**config.mk**
```make
export PLATFORM = sky130hd
export DESIGN_NAME = hs_fifo_buf_flat
export DESIGN_NICKNAME = d
export VERILOG_FILES = /design/src/rtl/hs_fifo_buf_if.sv /design/src/rtl/hs_fifo_buf.sv /design/src/flat_wrapper.sv
export SDC_FILE = /design/constraint.sdc
export NUM_CORES = 1
export LEC_CHECK = 0
export CAP_MARGIN = 15
export CORE_MARGIN = 2
export CORE_UTILIZATION = 40
export CTS_CLUSTER_SIZE = 8
export DETAILED_ROUTE_END_ITERATION = 8
export PLACE_DENSITY = 0.66
export REMOVE_ABC_BUFFERS = 1
export SYNTH_ARGS = -nofsm -noshare
export SYNTH_HDL_FRONTEND = slang
export SYNTH_SLANG_ARGS = --single-unit
```
**constraint.sdc**
```tcl
create_clock -name clk -period 2 [get_ports clk]
set_input_delay 0.4 -clock clk [delete_from_list [all_inputs] [get_ports clk]]
set_output_delay 0.4 -clock clk [all_outputs]
set_load 0.03 [all_outputs]
```
**src/rtl/hs_fifo_buf_if.sv**
```systemverilog
// Handshake bundle between sender, buffer and receiver.
// The buffer takes the slave view; the environment driving it takes the master view.
interface hs_fifo_buf_if #(
    parameter int WIDTH = 32
);
    logic             StoB_REQ;
    logic [WIDTH-1:0] DI;
    logic             BtoS_ACK;
    logic             BtoR_REQ;
    logic [WIDTH-1:0] DO;
    logic             RtoB_ACK;

    modport slave (
        input  StoB_REQ, DI, RtoB_ACK,
        output BtoS_ACK, BtoR_REQ, DO
    );

    modport master (
        output StoB_REQ, DI, RtoB_ACK,
        input  BtoS_ACK, BtoR_REQ, DO
    );
endinterface

```
**src/rtl/hs_fifo_buf.sv**
```systemverilog
// DEPTH-entry FIFO between two 4-phase REQ/ACK handshakes, with optional input
// synchronisers and a sticky flag for receiver protocol violations.
module hs_fifo_buf #(
    parameter int WIDTH       = 32,
    parameter int DEPTH       = 4,
    parameter int SYNC_STAGES = 2
) (
    input  logic                         clk,
    input  logic                         rst,
    hs_fifo_buf_if.slave                 bus,
    output logic [$clog2(DEPTH+1)-1:0]   count,
    output logic                         proto_err
);
    localparam int CW = $clog2(DEPTH + 1);
    localparam int PW = (DEPTH > 1) ? $clog2(DEPTH) : 1;

    typedef enum logic {I_IDLE, I_ACK} in_state_e;
    typedef enum logic [1:0] {O_IDLE, O_SETUP, O_REQ, O_WAIT} out_state_e;

    in_state_e        in_state_q;
    out_state_e       out_state_q;
    logic [WIDTH-1:0] mem_q [DEPTH];
    logic [PW-1:0]    wr_ptr_q, rd_ptr_q;
    logic [CW-1:0]    count_q, count_d;
    logic [WIDTH-1:0] do_q;
    logic             sack_q, breq_q, err_q, ack_prev_q;
    logic             req_s, ack_s;
    logic             wr_en, rel_en;

    function automatic logic [PW-1:0] ptr_inc(input logic [PW-1:0] p);
        return (p == PW'(DEPTH - 1)) ? '0 : p + 1'b1;
    endfunction

    generate
        if (SYNC_STAGES == 0) begin : g_nosync
            assign req_s = bus.StoB_REQ;
            assign ack_s = bus.RtoB_ACK;
        end else begin : g_sync
            logic [SYNC_STAGES-1:0] req_sync_q, ack_sync_q;
            always_ff @(posedge clk or posedge rst) begin
                if (rst) begin
                    req_sync_q <= '0;
                    ack_sync_q <= '0;
                end else begin
                    req_sync_q[0] <= bus.StoB_REQ;
                    ack_sync_q[0] <= bus.RtoB_ACK;
                    for (int i = 1; i < SYNC_STAGES; i++) begin
                        req_sync_q[i] <= req_sync_q[i-1];
                        ack_sync_q[i] <= ack_sync_q[i-1];
                    end
                end
            end
            assign req_s = req_sync_q[SYNC_STAGES-1];
            assign ack_s = ack_sync_q[SYNC_STAGES-1];
        end
    endgenerate

    // Fullness uses the pre-edge count, so a release on the same edge does not unblock a write.
    assign wr_en  = (in_state_q == I_IDLE) && req_s && (count_q != CW'(DEPTH));
    assign rel_en = (out_state_q == O_REQ) && ack_s;

    always_comb begin
        count_d = count_q;
        if (wr_en && !rel_en)
            count_d = count_q + 1'b1;
        else if (!wr_en && rel_en)
            count_d = count_q - 1'b1;
    end

    always_ff @(posedge clk) begin
        if (wr_en)
            mem_q[wr_ptr_q] <= bus.DI;
    end

    always_ff @(posedge clk or posedge rst) begin
        if (rst)
            count_q <= '0;
        else
            count_q <= count_d;
    end

    always_ff @(posedge clk or posedge rst) begin
        if (rst) begin
            in_state_q <= I_IDLE;
            sack_q     <= 1'b0;
            wr_ptr_q   <= '0;
        end else begin
            case (in_state_q)
                I_IDLE: if (wr_en) begin
                    wr_ptr_q   <= ptr_inc(wr_ptr_q);
                    sack_q     <= 1'b1;
                    in_state_q <= I_ACK;
                end
                I_ACK: if (!req_s) begin
                    sack_q     <= 1'b0;
                    in_state_q <= I_IDLE;
                end
                default: in_state_q <= I_IDLE;
            endcase
        end
    end

    always_ff @(posedge clk or posedge rst) begin
        if (rst) begin
            out_state_q <= O_IDLE;
            breq_q      <= 1'b0;
            do_q        <= '0;
            rd_ptr_q    <= '0;
            err_q       <= 1'b0;
            ack_prev_q  <= 1'b0;
        end else begin
            ack_prev_q <= ack_s;
            // An ACK before REQ, or a fresh ACK after the release, is a receiver fault.
            if ((ack_s && (out_state_q == O_IDLE || out_state_q == O_SETUP)) ||
                (ack_s && !ack_prev_q && out_state_q == O_WAIT))
                err_q <= 1'b1;
            case (out_state_q)
                O_IDLE: if (count_q != '0) begin
                    do_q        <= mem_q[rd_ptr_q];
                    out_state_q <= O_SETUP;
                end
                O_SETUP: begin
                    breq_q      <= 1'b1;
                    out_state_q <= O_REQ;
                end
                O_REQ: if (ack_s) begin
                    breq_q      <= 1'b0;
                    rd_ptr_q    <= ptr_inc(rd_ptr_q);
                    out_state_q <= O_WAIT;
                end
                O_WAIT: if (!ack_s)
                    out_state_q <= O_IDLE;
                default: out_state_q <= O_IDLE;
            endcase
        end
    end

    assign bus.BtoS_ACK = sack_q;
    assign bus.BtoR_REQ = breq_q;
    assign bus.DO       = do_q;
    assign count        = count_q;
    assign proto_err    = err_q;
endmodule

```
**src/flat_wrapper.sv**
```systemverilog
// flat-port wrapper written by rule: the top's interface ports become plain ports
module hs_fifo_buf_flat 
#(
    parameter int WIDTH       = 32,
    parameter int DEPTH       = 4,
    parameter int SYNC_STAGES = 2
)
  (clk, rst, count, proto_err, bus_StoB_REQ, bus_DI, bus_RtoB_ACK, bus_BtoS_ACK, bus_BtoR_REQ, bus_DO);
  hs_fifo_buf_if #(.WIDTH(WIDTH)) bus_i ();
  input  logic clk;
  input  logic rst;
  output logic [$clog2(DEPTH+1)-1:0] count;
  output logic proto_err;
  input wire logic [$bits(bus_i.StoB_REQ)-1:0] bus_StoB_REQ;
  input wire logic [$bits(bus_i.DI)-1:0] bus_DI;
  input wire logic [$bits(bus_i.RtoB_ACK)-1:0] bus_RtoB_ACK;
  output wire logic [$bits(bus_i.BtoS_ACK)-1:0] bus_BtoS_ACK;
  output wire logic [$bits(bus_i.BtoR_REQ)-1:0] bus_BtoR_REQ;
  output wire logic [$bits(bus_i.DO)-1:0] bus_DO;
  assign bus_i.StoB_REQ = bus_StoB_REQ;
  assign bus_i.DI = bus_DI;
  assign bus_i.RtoB_ACK = bus_RtoB_ACK;
  assign bus_BtoS_ACK = bus_i.BtoS_ACK;
  assign bus_BtoR_REQ = bus_i.BtoR_REQ;
  assign bus_DO = bus_i.DO;
  hs_fifo_buf #(.WIDTH(WIDTH), .DEPTH(DEPTH), .SYNC_STAGES(SYNC_STAGES)) u_core (.clk(clk), .rst(rst), .bus(bus_i), .count(count), .proto_err(proto_err));
endmodule
```
# After elaboration in Yosys (flattened, before gate mapping)
# Memories as Yosys holds them, arrays and structs flattened. A register that Yosys moved wholly into a read port is not among the register bits.
# Cells that the tools add are included.
word_totals:
  n_memories: 1
  elab_cells: 68
  ramBits: 128
  regBits: 18
memory_table:
  columns: ["memory", "words", "word_bits", "rd", "rd_clocked_by_memory_dff", "wr", "line_no", "rtl"]
  rows:
  - ["u_core.mem_q", 4, 32, 1, 1, 1, "hs_fifo_buf.sv:22", "logic [WIDTH-1:0] mem_q [DEPTH];"]
classes:
  reduce_logical: 23
  n_eq_ne: 11
  n_addsub: 4
  muxes: 17
  bitwise: 1
ops:
  columns: ["op", "n"]
  rows:
  - ["$mux 2", 5]
  - ["$reduce_and 2->1", 5]
  - ["$eq 2x2->1 const B", 4]
  - ["$logic_and 1x1->1", 8]
  - ["$pmux 2 s4", 1]
  - ["$mux 1", 6]
  - ["$mux 3", 2]
  - ["$ne 2x2->1 const B", 3]
  - ["$pmux 1 s2", 3]
  - ["$add 2x1->2 const B", 2]
  - ["$ne 2x1->1 const B", 2]
  - ["$reduce_bool 2->1", 2]
  - ["$add 3x1->3 const B", 1]
  - ["$logic_not 1->1", 3]
  - ["$ne 3x3->1 const B", 1]
  - ["$reduce_and 3->1", 1]
  - ["$reduce_bool 3->1", 1]
  - ["$sub 3x1->3 const B", 1]
  - ["$eq 2x1->1 const B", 1]
  - ["$logic_not 2->1", 1]
  - ["$logic_or 1x1->1", 2]
  - ["$not 1->1", 1]

# Logic depth before layout (Yosys ltp)
logic_depth:
  ltp_word: 7
  mapped_depth: 9
  ltp_nobuf: 9

# Least setup slack after synthesis
# No wires, ideal clock.
synth_path:
  kind: "reg2reg"
  start: "reg u_core.count_q[0] (netlist: u_core.count[0])"
  end: "mem u_core.mem_q[3][0], enable pin"
  path_slack_ns: -0.375
  t_arrival_ns: 1.983
  path_stages_with_launch: 4
  synth_period_minus_slack_ns: 2.375
  required_time_ns: 1.608
  path_cell_list: "dfrtp_1 > nor2_1 > a211oi_4 > and2_1"
synth_between:
  elab_chain_cells: 4
synth_lines:
  columns: ["item", "line_no", "rtl"]
  rows:
  - ["start: declaration", "hs_fifo_buf.sv:24", "logic [CW-1:0] count_q, count_d;"]
  - ["start signal: assignment", "hs_fifo_buf.sv:79", "count_q <= count_d;"]
  - ["$ne 3x3->1", "hs_fifo_buf.sv:59", "assign wr_en = (in_state_q == I_IDLE) && req_s && (count_q != CW'(DEPTH));"]
  - ["$logic_and 1x1->1", "hs_fifo_buf.sv:59", null]
  - ["$mux 1", "hs_fifo_buf.sv:71", "if (wr_en)"]
  - ["$mux 1 (not written as such)", "hs_fifo_buf.sv:72", "mem_q[wr_ptr_q] <= bus.DI;"]
  - ["end: declaration", "hs_fifo_buf.sv:22", null]
# No other way between the ends.

# Worst setup path after layout
layout_path:
  start: "reg u_core.do_q[9] (netlist: u_core.bus.DO[9]) (read register of u_core.mem_q)"
  end: "out bus_DO[9]"
layout_rtl:
  columns: ["item", "line_no", "rtl"]
  rows:
  - ["start: declaration", "hs_fifo_buf.sv:25", "logic [WIDTH-1:0] do_q;"]
  - ["end: declaration", "flat_wrapper.sv:19", "output wire logic [$bits(bus_i.DO)-1:0] bus_DO;"]
# No word-level cell between the ends.

==> impl_results.md <==
- Final worst slack: approximately 0.094 ns
- Starting Density: between 40 and 50%
- Nets: 462
- Synth Instances: 310
- CTS tree: done
- Syn Std Cell Area: 6730 um2
- Max VDD drop: 0.919 mV
- Total global routing overflow: 0
- Clock sink count: roughly 180
- Root Driver: clkbuf_16
- Chip height: 134 um
- First-pass GRT wire length: between 15000 and 20000 um
- Wirelength per Cell: 18.6 um
- Initial DRC count: about 120
- CP Data Arrival Time: 1.51 ns
- Register area: about 5100 um2
- 1st-pass router iterations: 4
- Pwr Density: between 1500 and 2000 nW/um2
- Place WS: about 0.057 ns
- Number of global-route vias before repair: roughly 3400
- Max-cap viol count: 0
- Worst-path clk slew: roughly 0.060 ns
- Yosys warns: 0
- Layout Cells excl Fill: between 600 and 700
- CP Class: flop to output port
- Design Area, Final: between 8000 and 9000 um2
- DRC: 0
- Wire length on met3: 573 um
- Largest net degree at the start of global routing: 51
- Cells along the critical path: clkdlybuf4s50_1
- Slowest-stage cell, CP: clkdlybuf4s50_1
- Crit path launch type: flop
- Wl on met1: approximately 5400 um
- Bufs and invs on worst path: 1
- Mean Syn Cell Area: roughly 22 um2
- Area of the multi-input gates: 1530 um2
- Die width: between 100 and 150 um
- CP Max Fanout: 2
- Initial antenna violation count: 0
- Yosys reg bits: ~180
- RD Place Congestion: 0.716
- I/O pin cnt: 74
- Vias per cell: 5.03
- Fraction of layout instances using a drive strength above 1: 31.9%
- DR top layer: met4
- I/O Buffers: 73
- Worst EP required: 1.60 ns
- Leak pwr: about 0.0030 uW
- Util after Layout: 51.7%
- Die area: 17900 um2
- Actual slew at the worst max-slew pin: 0.319 ns
- Seq/Total Area, Yosys: 75.7%
- Setup violators final: 0
- DP HPWL: between 7000 and 8000 um
- Tcrit/Tclk final: a little over nine tenths
- Slew headroom: roughly four fifths
- Final hold violation count: 0
- Unrepaired setup endpoints after global routing: false
- GRT Total Usage: 14.3%
- Antenna Cells: 0
- Max incr delay on CP: 0.70 ns
- Top delay family on crit path: buffers and inverters
- Setup TNS: 0 ns
- Hold Crit Class: flop to flop
- Filler Cell Count: about 1300
- FMAX: 525 MHz
- Clock buffer count from CTS: 17
- Post-DRT Antenna Nets: 0
- Min cycle time layout: ~1.9 ns
- Site Rows: 47
- Core area: approximately 17000 um2
- Clock skew: between 0.01 and 0.015 ns
- Final Max Slew Viols: 0
- Met2 routed WL: slightly below 6000 um
- Area grow syn2layout: 26.9%
- Worst skew pair latency: roughly 0.43 ns
- Post-synthesis cell type count: 33
- Area of placed instances: 7890 um2
- Vias post-DR: between 3000 and 4000
- CTS Buffer Depth: 2
- Worst Setup End Kind: output port
- Total wire length: about 12000 um
- H-tree lvl count: 4
- DP Cell Count: between 600 and 700
- Status: finished clean
repair_timing:
item,CTS,global route
endpoints found under the setup margin,3,2
resized for setup,3,4
pin swaps,0,2
buffers inserted,0,2
hold buffers,0,0
power by group:
group          internal [uW]  switching (uW)
combinational           2340            2310
sequential              4780             336
clock                   2170            1370
total                   9290            4020
cells in the final DEF (no fill, tap or decap), types with 4 or more instances in the layout:
master,n
edfxtp_1,128
clkdlybuf4s50_1,70
dfrtp_1,48
mux2_2,37
mux4_2,31
buf_4,18
clkbuf_16,17
ha_1,9
inv_1,8
nor2_1,5
buf_12,5
and2_2,4
bufinv_16,4
synthesized netlist by cell type:
| cell type | n | area [um2] |
|---|---|---|
| nor3_1 | 1 | 5.00 |
| o221a_2 | 1 | 11.3 |
| o21ai_0 | 1 | 5.00 |
| o22ai_1 | 1 | 6.26 |
| a211oi_4 | 1 | 20.0 |
| o31ai_2 | 1 | 12.5 |
| nand2b_1 | 1 | 6.26 |
| edfxtp_1 | 128 | 3840 |
| fa_1 | 1 | 20.0 |
| mux4_1 | 1 | 26.3 |
| inv_1 | 10 | 37.5 |
| nor4b_1 | 1 | 8.76 |
| buf_2 | 1 | 5.00 |
| nand2_1 | 1 | 3.75 |
| a211oi_1 | 1 | 7.51 |
| xnor2_1 | 1 | 8.76 |
| a2bb2oi_1 | 1 | 8.76 |
| a21oi_1 | 1 | 5.00 |
| xor2_1 | 2 | 17.5 |
| o31a_1 | 1 | 8.76 |
| clkbuf_1 | 3 | 11.3 |
| or4_1 | 1 | 7.51 |
| nor2b_1 | 1 | 6.26 |
| buf_4 | 3 | 22.5 |
| a21o_1 | 2 | 15.0 |
| a31oi_1 | 1 | 6.26 |
| dfrtp_1 | 50 | 1250 |
| mux4_2 | 31 | 698 |
| nor2_1 | 5 | 18.8 |
| buf_6 | 4 | 45.0 |
| mux2_2 | 37 | 417 |
| and2_1 | 4 | 25.0 |
| ha_1 | 11 | 138 |
per-layer routing:
layer / vias up / GRT usage [%]
met5: - / 0
met4: 0 / 5.14
met3: 15 / 4.68
met2: 78 / 22.5
met1: 1726 / 18.7
li1: 1435 / -
sequential cells by signal, summed over array words and instances, names as in the netlist, 2 cells and up:
name                      count
u_core.bus.DO                32
u_core.count                  3
u_core.g_sync.ack_sync_q      2
u_core.g_sync.req_sync_q      2
u_core.mem_q                128
u_core.out_state_q            2
u_core.rd_ptr_q               2
u_core.wr_ptr_q               2
worst paths after layout:
kind / slack, ns / to / startpoint / depth (start not counted)
worst max-delay path: 0.09 / bus_DO[9] / u_core.bus.DO[9]$_DFFE_PP0P_ / 1
worst min-delay path: 0.35 / u_core.g_sync.req_sync_q[1]$_DFF_PP0_ / u_core.g_sync.req_sync_q[0]$_DFF_PP0_ / 0
worst max register to register: 0.11 / u_core.count[2]$_DFFE_PP0P_ / u_core.out_state_q[0]$_DFFE_PP0P_ / 9
worst min register to register: 0.35 / u_core.g_sync.req_sync_q[1]$_DFF_PP0_ / u_core.g_sync.req_sync_q[0]$_DFF_PP0_ / 0
max in group asynchronous: 1.37 / u_core.rd_ptr_q[0]$_DFFE_PP0P_ / rst / 3
min in group asynchronous: 0.36 / u_core.bus.DO[21]$_DFFE_PP0P_ / rst / 3
metrics by stage:
| step | total power [uW] | hold slack (ns) |
|---|---|---|
| 2_1_floorplan | 8100 | 0.331 |
| 6_report | 13300 | 0.354 |
| 5_1_grt | 14000 | 0.362 |
| 4_1_cts | 13400 | 0.358 |
| 3_5_place_dp | 9930 | 0.336 |
| 3_3_place_gp | 9810 | 0.341 |
cell type report:
cell class,instances,share of cell area (%)
tap,220,3.22
timing repair buffer,96,11.3
sequential,178,59.7
clock inverter,12,2.08
multi-input combinational,111,18.0
clock buffer,20,5.35
inverter,10,0.439
worst register-to-register path, cell delays in order (launching register included):
cell     delay, ns
dfrtp_1       0.43
inv_2         0.07
ha_2          0.20
nand2_2       0.08
ha_2          0.19
inv_1         0.05
fa_1          0.37
xor2_1        0.15
nor2_1        0.12
xor2_1        0.16
kinds of logic after synthesis:
kind of cell | share of synthesized area (%)
DFF | 75.7
muxes | 17.0
buffers and inverters | 1.80
and+or+nand+nor | 1.21
AOI/OAI and AO/OA | 1.58
adders and majority gates | 2.34
xor gates and xnor gates | 0.391
No activity file was read; power rests on OpenSTA's default activity.
